[config.mk]
export PLATFORM = sky130hd
export DESIGN_NAME = flash_sample_reader
export DESIGN_NICKNAME = d
export VERILOG_FILES = /design/src/rtl/flash_sample_reader.sv
export SDC_FILE = /design/constraint.sdc
export NUM_CORES = 1
export LEC_CHECK = 0
export BUFFER_PORTS_ARGS = -buffer_cell sky130_fd_sc_hd__buf_2
export CAP_MARGIN = 20
export CORE_ASPECT_RATIO = 0.9
export CORE_UTILIZATION = 25
export DETAILED_ROUTE_END_ITERATION = 6
export PLACE_DENSITY = 0.48
export SYNTH_ARGS = -nofsm -noshare
export SYNTH_HDL_FRONTEND = slang
export SYNTH_SLANG_ARGS = --single-unit
export TNS_END_PERCENT = 20
[constraint.sdc]
create_clock -name clk -period 3.1 [get_ports clk]
set_clock_uncertainty 0.15 [all_clocks]
set_input_delay 0.31 -clock clk [delete_from_list [all_inputs] [get_ports clk]]
set_output_delay 0.31 -clock clk [all_outputs]
set_load 0.01 [all_outputs]
[src/rtl/flash_sample_reader.sv]
// Fetches one 32-bit flash word over Avalon-MM and plays it out as two 16-bit audio samples,
// one per sample_tick, then pulses finish (with error on a read timeout) back to the address stage.
module flash_sample_reader #(
    parameter int ADDR_W      = 23,
    parameter int DATA_W      = 32,
    parameter int SAMPLE_W    = 16,
    parameter int TIMEOUT_CYC = 1024
) (
    input  logic                clk,
    input  logic                rst,
    input  logic                start,
    input  logic [ADDR_W-1:0]   address,
    input  logic                forward,
    input  logic                sample_tick,
    output logic                flash_mem_read,
    output logic [ADDR_W-1:0]   flash_mem_address,
    output logic [3:0]          flash_mem_byteenable,
    input  logic                flash_mem_waitrequest,
    input  logic [DATA_W-1:0]   flash_mem_readdata,
    input  logic                flash_mem_readdatavalid,
    output logic [SAMPLE_W-1:0] audio_data,
    output logic                audio_valid,
    output logic                finish,
    output logic                error,
    output logic                busy,
    output logic [2:0]          state_dbg
);

    typedef enum logic [2:0] {
        IDLE       = 3'd0,
        REQ        = 3'd1,
        WAIT_VALID = 3'd2,
        WAIT_T0    = 3'd3,
        WAIT_T1    = 3'd4,
        DONE       = 3'd5
    } state_t;

    localparam int CNT_W = $clog2(TIMEOUT_CYC + 1);

    state_t              state, state_next;
    logic [CNT_W-1:0]    cnt;
    logic [DATA_W-1:0]   word_q;
    logic                dir_q;
    logic                pending;
    logic                err_q;
    logic                timeout;
    logic                take;
    logic [SAMPLE_W-1:0] half_lo, half_hi;

    // Avalon read: a request is accepted on any cycle where read=1 and waitrequest=0;
    // data arrives later on the single cycle readdatavalid=1, which is honoured only in WAIT_VALID.
    assign timeout = (cnt == CNT_W'(TIMEOUT_CYC - 1));
    assign take    = sample_tick | pending;
    assign half_lo = word_q[SAMPLE_W-1:0];
    assign half_hi = word_q[DATA_W-1:SAMPLE_W];

    always_ff @(posedge clk) begin
        if (rst) state <= IDLE;
        else     state <= state_next;
    end

    always_comb begin
        state_next = state;
        case (state)
            IDLE:       if (start) state_next = REQ;
            REQ: begin
                if (!flash_mem_waitrequest) state_next = WAIT_VALID;
                else if (timeout)           state_next = DONE;
            end
            WAIT_VALID: begin
                if (flash_mem_readdatavalid) state_next = WAIT_T0;
                else if (timeout)            state_next = DONE;
            end
            WAIT_T0:    if (take) state_next = WAIT_T1;
            WAIT_T1:    if (take) state_next = DONE;
            DONE:       state_next = IDLE;
            default:    state_next = IDLE;
        endcase
    end

    always_comb begin
        flash_mem_read       = (state == REQ);
        flash_mem_byteenable = 4'b1111;
        busy                 = (state != IDLE);
        finish               = (state == DONE);
        error                = (state == DONE) && err_q;
        state_dbg            = state;
    end

    always_ff @(posedge clk) begin
        if (rst) begin
            flash_mem_address <= '0;
            word_q            <= '0;
            dir_q             <= 1'b0;
            cnt               <= '0;
            err_q             <= 1'b0;
            audio_data        <= '0;
            audio_valid       <= 1'b0;
        end else begin
            audio_valid <= 1'b0;
            case (state)
                IDLE: begin
                    if (start) begin
                        flash_mem_address <= address;
                        dir_q             <= forward;
                        cnt               <= '0;
                        err_q             <= 1'b0;
                    end
                end
                REQ, WAIT_VALID: begin
                    cnt   <= cnt + 1'b1;
                    err_q <= (state_next == DONE);
                    if (state == WAIT_VALID && flash_mem_readdatavalid) word_q <= flash_mem_readdata;
                end
                WAIT_T0: begin
                    if (take) begin
                        audio_data  <= dir_q ? half_lo : half_hi;
                        audio_valid <= 1'b1;
                    end
                end
                WAIT_T1: begin
                    if (take) begin
                        audio_data  <= dir_q ? half_hi : half_lo;
                        audio_valid <= 1'b1;
                    end
                end
                default: ;
            endcase
        end
    end

    // One-deep memory of a tick that arrives while no sample can be emitted yet.
    always_ff @(posedge clk) begin
        if (rst || state_next == IDLE)
            pending <= 1'b0;
        else if (sample_tick && (state == REQ || state == WAIT_VALID || state == DONE))
            pending <= 1'b1;
        else if (state == WAIT_T0 && take)
            pending <= 1'b0;
    end

endmodule
==> impl_metrics.json <==
{
  "vias": 3244,
  "min_path_type": "in2reg",
  "p_leak_nw": 1.925,
  "cts_buffers": 9,
  "synth-adder-area-share": 0.003481,
  "rows": 41,
  "cap_violations": 0,
  "synth_common_cells": "nand2_1 (120), dfxtp_1 (89), a21oi_1 (67), nor2_1 (30), clkbuf_1 (24)",
  "cts_setup_buffers": 0,
  "post_drt_wl_per_cell_um": 12.46,
  "ys_seq_elements": 89,
  "synth-compound-area-share": 0.1612,
  "outcome": "complete, no violations",
  "p_per_area_nw_per_um2": 648.3,
  "syn_avg_cell_area_um2": 8.170,
  "grt_use_total": 0.1280,
  "vias_per_cell": 4.432,
  "async_flop_share": 0,
  "clk_pin_slew_ns": 0.06,
  "synth_top_family_by_area": "simple AND/OR/NAND/NOR gates",
  "synth_warnings": 0,
  "drc_errors": 0,
  "clk_path_buf_depth": 2,
  "setup_tns_ns": 0,
  "power_frac_clock": 0.394,
  "cts_tree": "built",
  "synthXorXnorAreaFrac": 0.01671,
  "die_y_um": 115.8,
  "slew_headroom": 0.4280,
  "ys.flop_type": "dfxtp_1",
  "fin_crit_ns": 2.387,
  "yosysMostFrequentCell": "nand2_1",
  "yosysUniqueCellTypes": 47,
  "initial_utilization": 0.2567,
  "grt_max_degree": 36,
  "die_w_um": 128.4,
  "dieArea_um2": 14860,
  "seq_area_um2": 1782,
  "muxShareOfSynthArea": 0.05012,
  "synthCells": 440,
  "cts_resized": 0,
  "critical_path_class": "reg2reg",
  "grt_pass1_wl_um": 14630,
  "worstMarginPinSlew_ns": 0.8579,
  "cp-start-kind": "flip-flop",
  "worstSetupEndpointType": "flip-flop",
  "rsz0062_at_grt": "false",
  "cp.required_ns": 3.16,
  "crit_path_max_fanout": 21,
  "io_pins": 113,
  "initialDrtViolationCount": 195,
  "slew_viol_final": 0,
  "syn-cell-area_um2": 3595,
  "htreeDepth": 3,
  "p_int_mw": 2.164,
  "seq_area_frac_synth": 0.4956,
  "gp_congestion": 0.7622,
  "critPathArrivalTime_ns": 2.45,
  "antenna_found_initial": 0,
  "layout.cells.non_filler": 732,
  "synthSimpleGateAreaFrac": 0.2207,
  "areaGrowthSynthToFinish_pct": 28.19,
  "power.net_switching_uw": 824.0,
  "cts.sinks": 89,
  "grt_overflow": 0,
  "combPwrFrac": 0.170,
  "dpl.hpwl_um": 6350,
  "share_seq_of_total_power": 0.436,
  "port-buffer-count": 108,
  "period_share": 0.7701,
  "synth_top_area_frac": 0.4956,
  "diodes": 0,
  "clk_latency_ns": 0.34,
  "multi_input_area_um2": 1645,
  "dp.cells": 717,
  "nNetsFinal": 598,
  "ant_nets": 0,
  "synthTopCellsByArea": "dfxtp_1 (50%), nand2_1 (13%), a21oi_1 (9.3%)",
  "yosysTopAreaCell": "dfxtp_1",
  "fmax_mhz": 418.9,
  "setup_viol": 0,
  "drive_above_1_share": 0.2523,
  "totalWireLength_um": 9118,
  "fillerInstances": 1498,
  "grt_pass1_vias": 2941,
  "switching_share": 0.2758,
  "core-area_um2": 14000,
  "synth-edff-count": 0,
  "ctsHoldBuffers": 0,
  "clock-root-buffer": "clkbuf_16",
  "first_pass_iters": 4,
  "ir_drop_v": 0.0002865,
  "finalHoldViolations": 0
}
power groups by stage:
stage	logic, mW	registers (mW)	clock network, mW
3_5_place_dp	0.514	1.33	0
6_report	0.506	1.30	1.18
5_1_grt	0.569	1.32	1.28
3_3_place_gp	0.509	1.32	0
4_1_cts	0.516	1.30	1.23
2_1_floorplan	0.337	1.33	0
worst paths after layout:
kind / depth (start not counted) / start / end / slack, ns
worst max-delay path: 5 / state_dbg[0] / audio_data[3] / 0.71
worst min-delay path: 3 / address[10] / flash_mem_address[10] / 0.05
worst max register to register: 5 / state_dbg[0] / audio_data[3] / 0.71
worst min register to register: 2 / flash_mem_address[19] / flash_mem_address[19] / 0.30
area by class of cell:
class                   instances  share of cell area
flip-flops and latches         89              0.3866
multi-input cells             313              0.3570
repair buffers                115              0.1287
clock buffers                  11             0.05267
well taps                     193             0.05240
clock inverters                 4             0.01683
inverters                       7            0.005702
sequential cells by signal, indices dropped and copies added (netlist names):
register / count
audio_valid: 1
pending: 1
audio_data: 16
err_q: 1
word_q: 32
cnt: 11
state_dbg: 3
dir_q: 1
flash_mem_address: 23
per-stage QoR:
step	hold slack (ns)	cell area [um^2]	power, mW	setup WS [ns]	utilization
after global routing	0.04151	4608	3.167	0.4976	0.3290
after global placement	0.2888	4288	1.833	0.7812	0.3062
after CTS	0.03071	4608	3.050	0.7043	0.3290
final	0.05267	4608	2.988	0.7127	0.3290
after floorplan	0.2857	3606	1.662	1.170	-
after detailed placement	0.2966	4288	1.844	0.7213	0.3062
cells by family (layout without fill, tap and decap cells):
family                   Yosys count  after routing
multiplexers                      18             18
adder cells (fa/ha/maj)            1              1
other                              1              4
flip-flops                        89             89
AND/OR/NAND/NOR                  184            184
AO/OA/AOI/OAI                    100            100
XOR/XNOR                           6              6
buffers and inverters             41            137
worst max-delay path, stage by stage (launching register included):
cell and delay, ns:
dfxtp_1 0.71, nor3b_2 0.17, xnor2_2 0.58, buf_4 0.33
mux2i_1 0.22, a211oi_1 0.09
layout by cell type, fill, tap and decap left out, types with 2 or more instances in the layout:
master | Yosys | layout
nand2b_1 | 4 | 4
bufinv_16 | 0 | 2
or2_2 | 2 | 2
or3_1 | 5 | 5
buf_4 | 5 | 7
inv_1 | 7 | 7
buf_2 | 2 | 108
nor3_1 | 2 | 2
nand3b_1 | 2 | 2
a211oi_1 | 17 | 17
clkbuf_16 | 0 | 9
nor3b_2 | 1 | 2
nand3_1 | 3 | 3
xnor2_1 | 4 | 4
conb_1 | 1 | 4
nor2_1 | 30 | 30
nand2_1 | 120 | 120
o21ai_0 | 5 | 5
and2_1 | 2 | 2
nor2b_1 | 2 | 2
nor4_1 | 3 | 3
a21oi_1 | 67 | 67
dfxtp_1 | 89 | 89
a22oi_1 | 2 | 2
mux2i_1 | 18 | 18
clkinv_4 | 0 | 2
layer usage:
layer	track usage	part of all wire	vias up
li1	-	-	1667
met1	0.1625	0.47	1484
met2	0.1986	0.46	82
met3	0.03555	0.049	11
met4	0.06667	0.015	0
met5	0	0	-
Power figures use the tool's default switching activity.
